===== src/rtl/mem_stage.sv =====
// mem_stage: MEM pipeline stage driving a single-outstanding data-memory handshake with a wait timeout.
// Optional misaligned-access trap is compiled in when MEM_MISALIGN_CHECK_EN is defined.
package mem_stage_pkg;
   typedef struct packed {
      logic memread;
      logic memwrite;
      logic regwrite;
      logic memtoreg;
   } ctrl_t;
endpackage

module mem_stage
   import mem_stage_pkg::*;
#(
   parameter int unsigned MAX_WAIT = 16
) (
   input  logic        clk,
   input  logic        rst_n,
   input  ctrl_t       ex_mem_ctrl,
   input  logic [31:0] ex_mem_alu_out,
   input  logic [31:0] ex_mem_rs2,
   input  logic [4:0]  ex_mem_rd,
   input  logic [2:0]  ex_mem_funct3,
   input  logic [31:0] ex_mem_pc_plus4,
   output logic        dmem_req,
   output logic        dmem_we,
   output logic [31:0] dmem_addr,
   output logic [31:0] dmem_wdata,
   output logic [3:0]  dmem_be,
   input  logic        dmem_ack,
   input  logic [31:0] dmem_rdata,
   output logic        mem_stall,
   output ctrl_t       mem_wb_ctrl,
   output logic [31:0] mem_wb_alu_out,
   output logic [31:0] mem_wb_load_data,
   output logic [4:0]  mem_wb_rd,
   output logic [31:0] mem_wb_pc_plus4,
   output logic        mem_err
);

   localparam logic [7:0] MAX_WAIT_W = 8'(MAX_WAIT);

   typedef enum logic {IDLE, WAIT} state_t;

   state_t      state_q, state_d;
   logic [7:0]  cnt_q, cnt_d;
   logic        mem_err_q, mem_err_d;
   ctrl_t       wb_ctrl_q, wb_ctrl_d;
   logic [31:0] wb_alu_q, wb_alu_d;
   logic [31:0] wb_load_q, wb_load_d;
   logic [4:0]  wb_rd_q, wb_rd_d;
   logic [31:0] wb_pc_q, wb_pc_d;

   logic        access, is_store, is_load, misaligned;
   logic        req, stall, bubble;
   logic [1:0]  lane;
   logic [3:0]  st_be;
   logic [31:0] st_wdata;
   logic [7:0]  lane_byte;
   logic [15:0] lane_half;
   logic [31:0] load_data;

   assign access   = ex_mem_ctrl.memread | ex_mem_ctrl.memwrite;
   assign is_store = ex_mem_ctrl.memwrite;
   assign is_load  = ex_mem_ctrl.memread & ~ex_mem_ctrl.memwrite;
   assign lane     = ex_mem_alu_out[1:0];

`ifdef MEM_MISALIGN_CHECK_EN
   always_comb begin
      misaligned = 1'b0;
      if (ex_mem_funct3 == 3'b010)
         misaligned = (lane != 2'b00);
      else if (ex_mem_funct3 == 3'b001 || (!is_store && ex_mem_funct3 == 3'b101))
         misaligned = lane[0];
   end
`else
   assign misaligned = 1'b0;
`endif

   // Store data is replicated across lanes so the byte enables alone pick the target bytes.
   always_comb begin
      st_be    = 4'b0000;
      st_wdata = ex_mem_rs2;
      case (ex_mem_funct3)
         3'b000: begin
            st_wdata = {4{ex_mem_rs2[7:0]}};
            case (lane)
               2'd0:    st_be = 4'b0001;
               2'd1:    st_be = 4'b0010;
               2'd2:    st_be = 4'b0100;
               default: st_be = 4'b1000;
            endcase
         end
         3'b001: begin
            st_wdata = {2{ex_mem_rs2[15:0]}};
            st_be    = lane[1] ? 4'b1100 : 4'b0011;
         end
         3'b010:  st_be = 4'b1111;
         default: st_be = 4'b0000;
      endcase
   end

   always_comb begin
      case (lane)
         2'd0:    lane_byte = dmem_rdata[7:0];
         2'd1:    lane_byte = dmem_rdata[15:8];
         2'd2:    lane_byte = dmem_rdata[23:16];
         default: lane_byte = dmem_rdata[31:24];
      endcase
      lane_half = lane[1] ? dmem_rdata[31:16] : dmem_rdata[15:0];
      case (ex_mem_funct3)
         3'b000:  load_data = {{24{lane_byte[7]}}, lane_byte};
         3'b001:  load_data = {{16{lane_half[15]}}, lane_half};
         3'b010:  load_data = dmem_rdata;
         3'b100:  load_data = {24'h0, lane_byte};
         3'b101:  load_data = {16'h0, lane_half};
         default: load_data = 32'h0;
      endcase
   end

   // Bus handshake FSM; timeout takes priority over a late ack since the request is already withdrawn.
   always_comb begin
      state_d   = state_q;
      cnt_d     = cnt_q;
      mem_err_d = 1'b0;
      req       = 1'b0;
      stall     = 1'b0;
      bubble    = 1'b0;
      case (state_q)
         IDLE: begin
            if (access) begin
               if (misaligned) begin
                  mem_err_d = 1'b1;
                  bubble    = 1'b1;
               end else begin
                  req = 1'b1;
                  if (!dmem_ack) begin
                     stall   = 1'b1;
                     state_d = WAIT;
                     cnt_d   = 8'd0;
                  end
               end
            end
         end
         WAIT: begin
            if (cnt_q == MAX_WAIT_W) begin
               mem_err_d = 1'b1;
               bubble    = 1'b1;
               state_d   = IDLE;
               cnt_d     = 8'd0;
            end else begin
               req = 1'b1;
               if (dmem_ack) begin
                  state_d = IDLE;
               end else begin
                  stall = 1'b1;
                  cnt_d = cnt_q + 8'd1;
               end
            end
         end
         default: state_d = IDLE;
      endcase
      if (!rst_n) begin
         req   = 1'b0;
         stall = 1'b0;
      end
   end

   always_comb begin
      wb_ctrl_d = '0;
      wb_alu_d  = 32'h0;
      wb_load_d = 32'h0;
      wb_rd_d   = 5'h0;
      wb_pc_d   = 32'h0;
      if (!stall && !bubble) begin
         wb_ctrl_d = ex_mem_ctrl;
         wb_alu_d  = ex_mem_alu_out;
         wb_load_d = is_load ? load_data : 32'h0;
         wb_rd_d   = ex_mem_rd;
         wb_pc_d   = ex_mem_pc_plus4;
      end
   end

   always_ff @(posedge clk or negedge rst_n) begin
      if (!rst_n) begin
         state_q   <= IDLE;
         cnt_q     <= 8'd0;
         mem_err_q <= 1'b0;
         wb_ctrl_q <= '0;
         wb_alu_q  <= 32'h0;
         wb_load_q <= 32'h0;
         wb_rd_q   <= 5'h0;
         wb_pc_q   <= 32'h0;
      end else begin
         state_q   <= state_d;
         cnt_q     <= cnt_d;
         mem_err_q <= mem_err_d;
         wb_ctrl_q <= wb_ctrl_d;
         wb_alu_q  <= wb_alu_d;
         wb_load_q <= wb_load_d;
         wb_rd_q   <= wb_rd_d;
         wb_pc_q   <= wb_pc_d;
      end
   end

   assign dmem_req         = req;
   assign dmem_we          = req & is_store;
   assign dmem_addr        = req ? {ex_mem_alu_out[31:2], 2'b00} : 32'h0;
   assign dmem_wdata       = (req && is_store) ? st_wdata : 32'h0;
   assign dmem_be          = (req && is_store) ? st_be : 4'b0000;
   assign mem_stall        = stall;
   assign mem_err          = mem_err_q;
   assign mem_wb_ctrl      = wb_ctrl_q;
   assign mem_wb_alu_out   = wb_alu_q;
   assign mem_wb_load_data = wb_load_q;
   assign mem_wb_rd        = wb_rd_q;
   assign mem_wb_pc_plus4  = wb_pc_q;

endmodule


===== config.mk =====
export PLATFORM = sky130hd
export DESIGN_NAME = mem_stage
export DESIGN_NICKNAME = d
export VERILOG_FILES = /design/src/rtl/mem_stage.sv
export SDC_FILE = /design/constraint.sdc
export NUM_CORES = 1
export LEC_CHECK = 0
export BUFFER_PORTS_ARGS = -buffer_cell sky130_fd_sc_hd__buf_2
export CORE_AREA = 2 2 124 126
export CTS_BUF_LIST = sky130_fd_sc_hd__clkbuf_4 sky130_fd_sc_hd__clkbuf_8 sky130_fd_sc_hd__clkbuf_16
export CTS_CLUSTER_SIZE = 25
export DETAILED_ROUTE_END_ITERATION = 7
export DIE_AREA = 0 0 126 128
export GPL_ROUTABILITY_DRIVEN = 0
export PLACE_DENSITY = 0.68
export SLEW_MARGIN = 20
export SYNTH_ARGS = -nofsm -noshare
export SYNTH_HDL_FRONTEND = slang
export SYNTH_SLANG_ARGS = --single-unit

===== constraint.sdc =====
create_clock -name clk -period 1.9 [get_ports clk]
set_input_delay 0.095 -clock clk [delete_from_list [all_inputs] [get_ports clk]]
set_output_delay 0.095 -clock clk [all_outputs]
set_load 0.05 [all_outputs]

# Yosys cells after proc, flatten, opt, wreduce, memory -nomap -nowiden
# Index checks and enable logic that the tools add are counted.
[op_classes] n_reduce_logical=7 muxes=32 n_bitwise=5 eq_ne=10 add_sub_neg=1
[ops] operator="$mux W32" n=6
[ops] operator="$pmux W32 S5" n=1
[ops] operator="$pmux W32 S2" n=1
[ops] operator="$mux W8" n=4
[ops] operator="$pmux W4 S3" n=2
[ops] operator="$pmux W8 S3" n=1
[ops] operator="$mux W16" n=1
[ops] operator="$pmux W8 S2" n=1
[ops] operator="$mux W4" n=3
[ops] operator="$add A8 B1 Y8 const B" n=1
[ops] operator="$eq A8 B5 Y1 const B" n=1
[ops] operator="$mux W1" n=8
[ops] operator="$eq A3 B3 Y1 const B" n=2
[ops] operator="$pmux W1 S2" n=3
[ops] operator="$mux W5" n=1
[ops] operator="$ne A2 B2 Y1 const B" n=2
[ops] operator="$eq A3 B1 Y1 const B" n=1
[ops] operator="$eq A3 B2 Y1 const B" n=1
[ops] operator="$logic_not A3 Y1" n=1
[ops] operator="$ne A3 B2 Y1 const B" n=1
[ops] operator="$reduce_and A3 Y1" n=1
[ops] operator="$and A1 B1 Y1" n=2
[ops] operator="$eq A2 B1 Y1 const B" n=1
[ops] operator="$eq A2 B2 Y1 const B" n=1
[ops] operator="other kinds (5)" n=8
[word_totals] output_inout_bits=177 reg_bits=115 elab_cells=66

# Logic depth before layout (Yosys ltp)
# Gate-level depths: netlist of the first run.
[depth] ltp_word=7 ltp_mapped=7 ltp_nobuf=7

# Worst setup path before layout of the first run
# No wires, ideal clock.
[synth_path] kind="register to output" start="reg cnt_q[0]" end="out dmem_wdata[28]" required_ns=1.805 stages_incl_launch_ff=7 arrival_ns=2.209 setup_slack_ns=-0.404 cell_sequence="dfrtp_1 > inv_1 > ha_1 > nand4bb_1 > o21ai_4 > buf_6 > a211oi_1"
[synth_via] elab_chain_cells=6
[synth_rtl] item="start: declaration" line_no="46" rtl="logic [7:0] cnt_q, cnt_d;"
[synth_rtl] item="start signal: assignment" line_no="196" rtl="cnt_q <= cnt_d;"
[synth_rtl] item="$eq A8 B5 Y1" line_no="146" rtl="if (cnt_q == MAX_WAIT_W) begin"
[synth_rtl] item="$mux W1" line_no="146"
[synth_rtl] item="$pmux W1 S2" line_no="129" rtl="case (state_q)"
[synth_rtl] item="$mux W1" line_no="163" rtl="if (!rst_n) begin"
[synth_rtl] item="$logic_and A1 B1 Y1" line_no="209" rtl="assign dmem_wdata = (req && is_store) ? st_wdata : 32'h0;"
[synth_rtl] item="$mux W32" line_no="209"
[synth_rtl] item="end: declaration" line_no="28" rtl="output logic [31:0] dmem_wdata,"
# No other way between the ends.

# Worst setup path in the final report of the first run
[layout_path] start="reg cnt_q[6]" end="out dmem_addr[20]"
[layout_via] elab_chain_cells=5
[layout_rtl] item="$eq A8 B5 Y1" line_no="146"
[layout_rtl] item="$mux W1" line_no="146"
[layout_rtl] item="$pmux W1 S2" line_no="129"
[layout_rtl] item="$mux W1" line_no="163"
[layout_rtl] item="$mux W32" line_no="208" rtl="assign dmem_addr = req ? {ex_mem_alu_out[31:2], 2'b00} : 32'h0;"
[layout_rtl] item="end: declaration" line_no="27" rtl="output logic [31:0] dmem_addr,"
# No other way between the ends.

==> flow_metrics.tcl, run 1 <==
set metrics [dict create \
    critPathKind "flop to output pin" \
    cts_tree "yes" \
    clkTransAtPathRegs_ns 0.06 \
    fp-row-count 45 \
    die_w_um 126 \
    design_area_mm2 0.00955 \
    ff2ff_path_depth 6 \
    root_buffer "clkbuf_16" \
    antenna_left 0 \
    final_common_cell "buf_2" \
    slew_headroom_pct 62.6 \
    grt_pass1_wl_mm 31.1 \
    crit_path_end_kind "output pin" \
    vias 5813 \
    grt_pass1_vias 5874 \
    io_pins 320 \
    setup-violations-final 69 \
    cp_slowest_cell "nor3_1" \
    startpoint_type "flop" \
    holdCritPathClass "input port to flop" \
    hold_viol 0 \
    fin_crit_sh_pct 114 \
    grt_max_degree 116 \
    clock-sinks 115 \
    synth.distinct_cells 46 \
    synthTopCellsByArea "dfrtp_1, and3_1, a21oi_1" \
    synthToLayoutAreaGrowth_pct 82.7 \
    synth_top_family_by_area "simple AND/OR/NAND/NOR gates" \
    start_util_pct 35.2 \
    yosys_warnings 0 \
    ir_drop_mv 0.595 \
    p_per_area_mw_per_mm2 925 \
    diodes 0 \
    crit_required_ns 1.80 \
    finClkSkew_ns 0.00758 \
    hold_slack_ns 0.0185 \
    crit_arrival_ns 2.06 \
    placedCellCount 980 \
    postLayoutSetupSlackWorst_ns -0.257 \
    synth-simple-area-share_pct 23.3 \
    ys_ff_latch 115 \
    drv_slew 0 \
    rsz0062_at_grt "yes" \
    outcome "complete, but fails checks" \
    drt_iter0_markers 501 \
    worst_pin_slew_ns 0.560 \
    p_total_mw 8.84 \
    avgSynthCellArea_um2 10.5 \
    grt_usage_pct 24.6 \
    port-buffer-count 317 \
    netlist_area_mm2 0.00523 \
    ys_seq_area_share_pct 55.0 \
    drc 0 \
    numCtsBuffers 17 \
    drive_above_1_share_pct 49.5 \
    syn-instance-count 496 \
    hold_depth 3 \
    synth_xor_area_share_pct 0 \
    fmax_ghz 0.464 \
    crit_chain "nor3_1 -> nand3_4 -> and3_4 -> and2_4 -> buf_6" \
    synthAdderAreaFrac_pct 0.479 \
    via_per_inst 5.18 \
    synth_ff_type "dfrtp_1" \
    fp.dieArea_mm2 0.0161 \
    overflow 0 \
    routed_wl_mm 21.0 \
    die_y_um 128 \
    period_needed_ns 2.16 \
    routedWlPerCell_um 18.7 \
    fillers 1108 \
    path_max_fanout 8 \
    multi_input_area_mm2 0.00243 \
    register_area_mm2 0.00288 \
    cellLeakagePower_nw 4.92 \
    fin_cells 1123 \
    core_mm2 0.0149 \
    synth_top_area_share_pct 55.0 \
    yosysTopAreaCell "dfrtp_1" \
    dpl.hpwl_mm 12.4 \
    clkLatencyLatePin_ns 0.42 \
    htree_levels 4 \
    synth-edff-count 0 \
    antenna_found_initial 0 \
    placed_area_mm2 0.00711 \
    layout_common_cells "buf_2, dfrtp_1, dlygate4sd3_1, and3_1, nand2_1" \
    async_reset_ff_share_pct 100 \
    firstDrtPassIters 5 \
    final_nets 1067 \
    clk_path_buf_depth 2 \
    tns_ns -15.25 \
    drv_cap 0 \
    violations "negative setup slack" \
    synth_compound_area_share_pct 10.8 \
    synth.area.mux_share_pct 5.62 \
    crit_path_max_incr_delay_ns 0.44 \
]
-- timing repair --
action / CTS / global route
pin swaps: 10 / 21
hold buffers: 96 / 0
setup endpoints to repair: 69 / 70
gates cloned: 3 / 2
gates resized for setup: 146 / 74
buffers inserted: 8 / 4
endpoints found under the hold margin: 210 / 0
-- cell usage after synthesis, types with 5 or more instances --
master	instances
dfrtp_1	115
and3_1	85
nand2_1	56
a21oi_1	46
and2_1	31
nor2_1	24
buf_2	19
clkbuf_1	14
mux4_2	9
a211oi_1	8
a222oi_1	8
a22oi_1	8
mux2i_1	8
inv_1	6
o21ai_0	6
nand3_1	5
-- worst max-delay path, delay by kind of cell (launching register included) --
kind	cells	cell delay, ns
buffers and inverters	1	0.15
flip-flops	1	0.41
AND/OR/NAND/NOR	4	1.08
-- through the flow --
step / util [%] / worst slack (ns)
floorplan: - / -0.404
global placement: 47.8 / 0.123
detailed placement: 47.8 / 0.0833
CTS: 62.1 / -0.271
global route: 64.3 / -0.314
finish: 64.3 / -0.257
-- logic make-up (layout without fill, tap and decap cells) --
| family | after synthesis | in the layout |
|---|---|---|
| DFF | 115 | 115 |
| AOI/OAI and AO/OA | 87 | 87 |
| and+or+nand+nor | 223 | 226 |
| adders and majority gates | 2 | 2 |
| muxes | 18 | 18 |
| buffers and inverters | 50 | 485 |
| other | 1 | 2 |
-- state kept, by name, indices dropped and copies added, names as in the netlist --
signal            cells
mem_err               1
mem_wb_pc_plus4      32
cnt_q                 8
mem_wb_alu_out       32
mem_wb_rd             5
mem_wb_ctrl           4
state_q               1
mem_wb_load_data     32
-- layout make-up --
cell class / instances / share of cell area (%)
Clock buffer: 17 / 4.45
Tap cell: 188 / 2.46
Sequential cell: 115 / 30.1
Timing Repair Buffer: 446 / 35.1
Clock inverter: 15 / 2.06
Inverter: 7 / 0.301
Multi-Input combinational cell: 335 / 25.5
-- routing by layer --
metal | vias up | routed length, um | global-route usage (%)
li1 | 2600 | - | -
met1 | 2764 | 7660 | 27.5
met2 | 366 | 10800 | 43.3
met3 | 83 | 1570 | 6.14
met4 | 0 | 975 | 13.4
met5 | - | 0 | 0
-- final timing paths --
path | start | endpoint | slack (ns)
min in group asynchronous | rst_n | state_q | 0.15
worst max-delay path | cnt_q[6] | dmem_addr[20] | -0.26
max in group asynchronous | rst_n | mem_wb_pc_plus4[3] | 0.92
worst min-delay path | dmem_rdata[13] | mem_wb_load_data[13] | 0.02
worst min register to register | cnt_q[7] | cnt_q[7] | 0.53
worst max register to register | cnt_q[6] | mem_wb_pc_plus4[20] | 0.03
-- power breakdown --
part           switching [mW]  internal [mW]
clock                    1.25           2.10
sequential             0.0648           2.65
combinational            1.78          0.991
total                    3.10           5.74
Note: power is estimated with default switching activity, not from simulation.
==> inputs of run 2 (changes only) <==
Settings changed: TNS_END_PERCENT set to 5.
==> run 2 against run 1 <==
Compared with the run above: the flow still finishes with violations (negative setup slack); clock power down 13%; clock skew up 0.0035 ns; die area unchanged; non-clock buffer count up 3; setup slack better by 0.042 ns; combinational power down 4%; hold slack better by 0.0089 ns.
==> flow_metrics.tcl, run 2 (same netlist as run 1, synthesis figures left out) <==
set metrics [dict create \
    final_common_cell "buf_2" \
    postLayoutSetupSlackWorst_ns -0.216 \
    outcome "complete, but fails checks" \
    root_buffer "clkbuf_16" \
    ff2ff_path_depth 11 \
    r2r_slack_ns -0.19 \
    critPathKind "flop to output pin" \
    worst_pin_slew_ns 0.523 \
    cp-endpoint "dmem_wdata[26]" \
    violations "negative setup slack" \
    hold_viol 0 \
    io_pins 320 \
    firstDrtPassIters 6 \
    grt_max_degree 114 \
    vias 5769 \
    cts_tree "yes" \
    path_max_fanout 11 \
    crit_path_end_kind "output pin" \
    drt_iter0_markers 475 \
    fmax_ghz 0.473 \
    antenna_found_initial 0 \
    clkTransAtPathRegs_ns 0.05 \
    fp.dieArea_mm2 0.0161 \
    fp-row-count 45 \
    crit_required_ns 1.80 \
    p_per_area_mw_per_mm2 907 \
    period_needed_ns 2.12 \
    dpl.hpwl_mm 12.5 \
    via_per_inst 5.13 \
    r2r_end "mem_wb_load_data[11]" \
    holdCritPathClass "input port to flop" \
    htree_levels 4 \
    overflow 0 \
    port-buffer-count 317 \
    routedWlPerCell_um 18.5 \
    crit_path_max_incr_delay_ns 0.54 \
    startpoint "cnt_q[2]" \
    place_ws_ns 0.0629 \
    grt_pass1_vias 5738 \
    r2r-start "cnt_q[1]" \
    grt_use_met2_pct 43.1 \
    fin_cells 1125 \
    rsz0062_at_grt "yes" \
    drc 0 \
    diodes 0 \
    ir_drop_mv 0.574 \
    fillers 1166 \
    setup-violations-final 131 \
    drv_slew 0 \
    die_w_um 126 \
    die_y_um 128 \
    cellLeakagePower_nw 4.83 \
    final_nets 1069 \
    clock-sinks 115 \
    clkLatencyLatePin_ns 0.41 \
    layout_common_cells "buf_2, dfrtp_1, dlygate4sd3_1, and3_1, buf_4" \
    grt_usage_pct 23.7 \
    grtUsageMet3_pct 6.39 \
    fin_crit_sh_pct 111 \
    drv_cap 0 \
    cp_slowest_cell "or4b_4" \
    start_util_pct 35.2 \
    placedCellCount 987 \
    drive_above_1_share_pct 46.2 \
    finClkSkew_ns 0.0111 \
    startpoint_type "flop" \
    busiest_layer "met2" \
    numCtsBuffers 17 \
    core_mm2 0.0149 \
    routed_wl_mm 20.8 \
    crit_chain "or4b_4 -> o21ai_4 -> buf_6 -> a211oi_1 -> buf_4" \
    slew_headroom_pct 65.1 \
    synthToLayoutAreaGrowth_pct 75.6 \
    post-route-util_pct 61.8 \
    antenna_left 0 \
    clk_path_buf_depth 2 \
    grt_util_met1_pct 26.2 \
    grt_pass1_wl_mm 30.1 \
    crit_arrival_ns 2.02 \
]
run 2: cell types whose count changed in the layout (fill, tap and decap cells not counted), moves of 4 or more:
cell,change
buf_8,-7
and3_4,-5
a21oi_4,-11
and2_1,+13
buf_4,+25
a21oi_1,+12
and2_4,-13
buf_6,-15
and3_1,+4
run 2: report_power, final:
| group | internal, mW | total (mW) | switching, mW |
|---|---|---|---|
| sequential | 2.65 | 2.72 | 0.0677 |
| clock | 1.75 | 2.93 | 1.18 |
| combinational | 0.931 | 2.67 | 1.74 |
run 2: cell type report:
cell class                      count  area (um^2)  share of cell area [%]
Timing Repair Buffer              449         3250                    35.4
Sequential cell                   115         2880                    31.4
Multi-Input combinational cell    334         2240                    24.3
Clock buffer                       19          453                    4.93
Tap cell                          188          235                    2.56
Clock inverter                     13          100                    1.09
Inverter                            7         26.3                   0.286
run 2: worst min-delay path by stage:
stage / cells after the start / from / to
after floorplan: 0 / rst_n / cnt_q[0]
final: 3 / dmem_rdata[8] / mem_wb_load_data[8]
after global routing: 3 / dmem_rdata[8] / mem_wb_load_data[8]
after CTS: 3 / dmem_rdata[8] / mem_wb_load_data[8]
after global placement: 1 / rst_n / cnt_q[5]
after detailed placement: 1 / rst_n / cnt_q[5]
run 2: routing by layer:
metal  routed length, um  vias to the layer above
met2               11000                      346
met3                1470                       54
li1                    -                     2605
met5                   0                        -
met4                 605                        0
met1                7730                     2764
run 2: stage by stage:
stage	area, um^2	power, mW	setup TNS, ns	hold WS, ns
final	9180	8.32	-20.01	0.0274
after global routing	9180	8.67	-30.08	0.0249
after CTS	9000	8.23	-15.14	0.00889
after detailed placement	7100	4.98	0	-0.0716
after global placement	7100	4.96	0	-0.0723
after floorplan	5230	4.27	-4.21	-0.201
run 2: worst max-delay path: cells and delay by family, from the launching register on:
family,cells,cell delay (ns)
simple gates,1,0.54
flops,1,0.44
buf+inv,2,0.38
compound gates,2,0.27
run 2: what timing repair did:
| action | in CTS | in global routing |
|---|---|---|
| gates cloned | 0 | 3 |
| hold buffers | 97 | 0 |
| endpoints found under the setup margin | 69 | 131 |
| pin swaps | 4 | 12 |
| endpoints found under the hold margin | 211 | 0 |
| resized for setup | 113 | 45 |
| setup buffers | 4 | 3 |
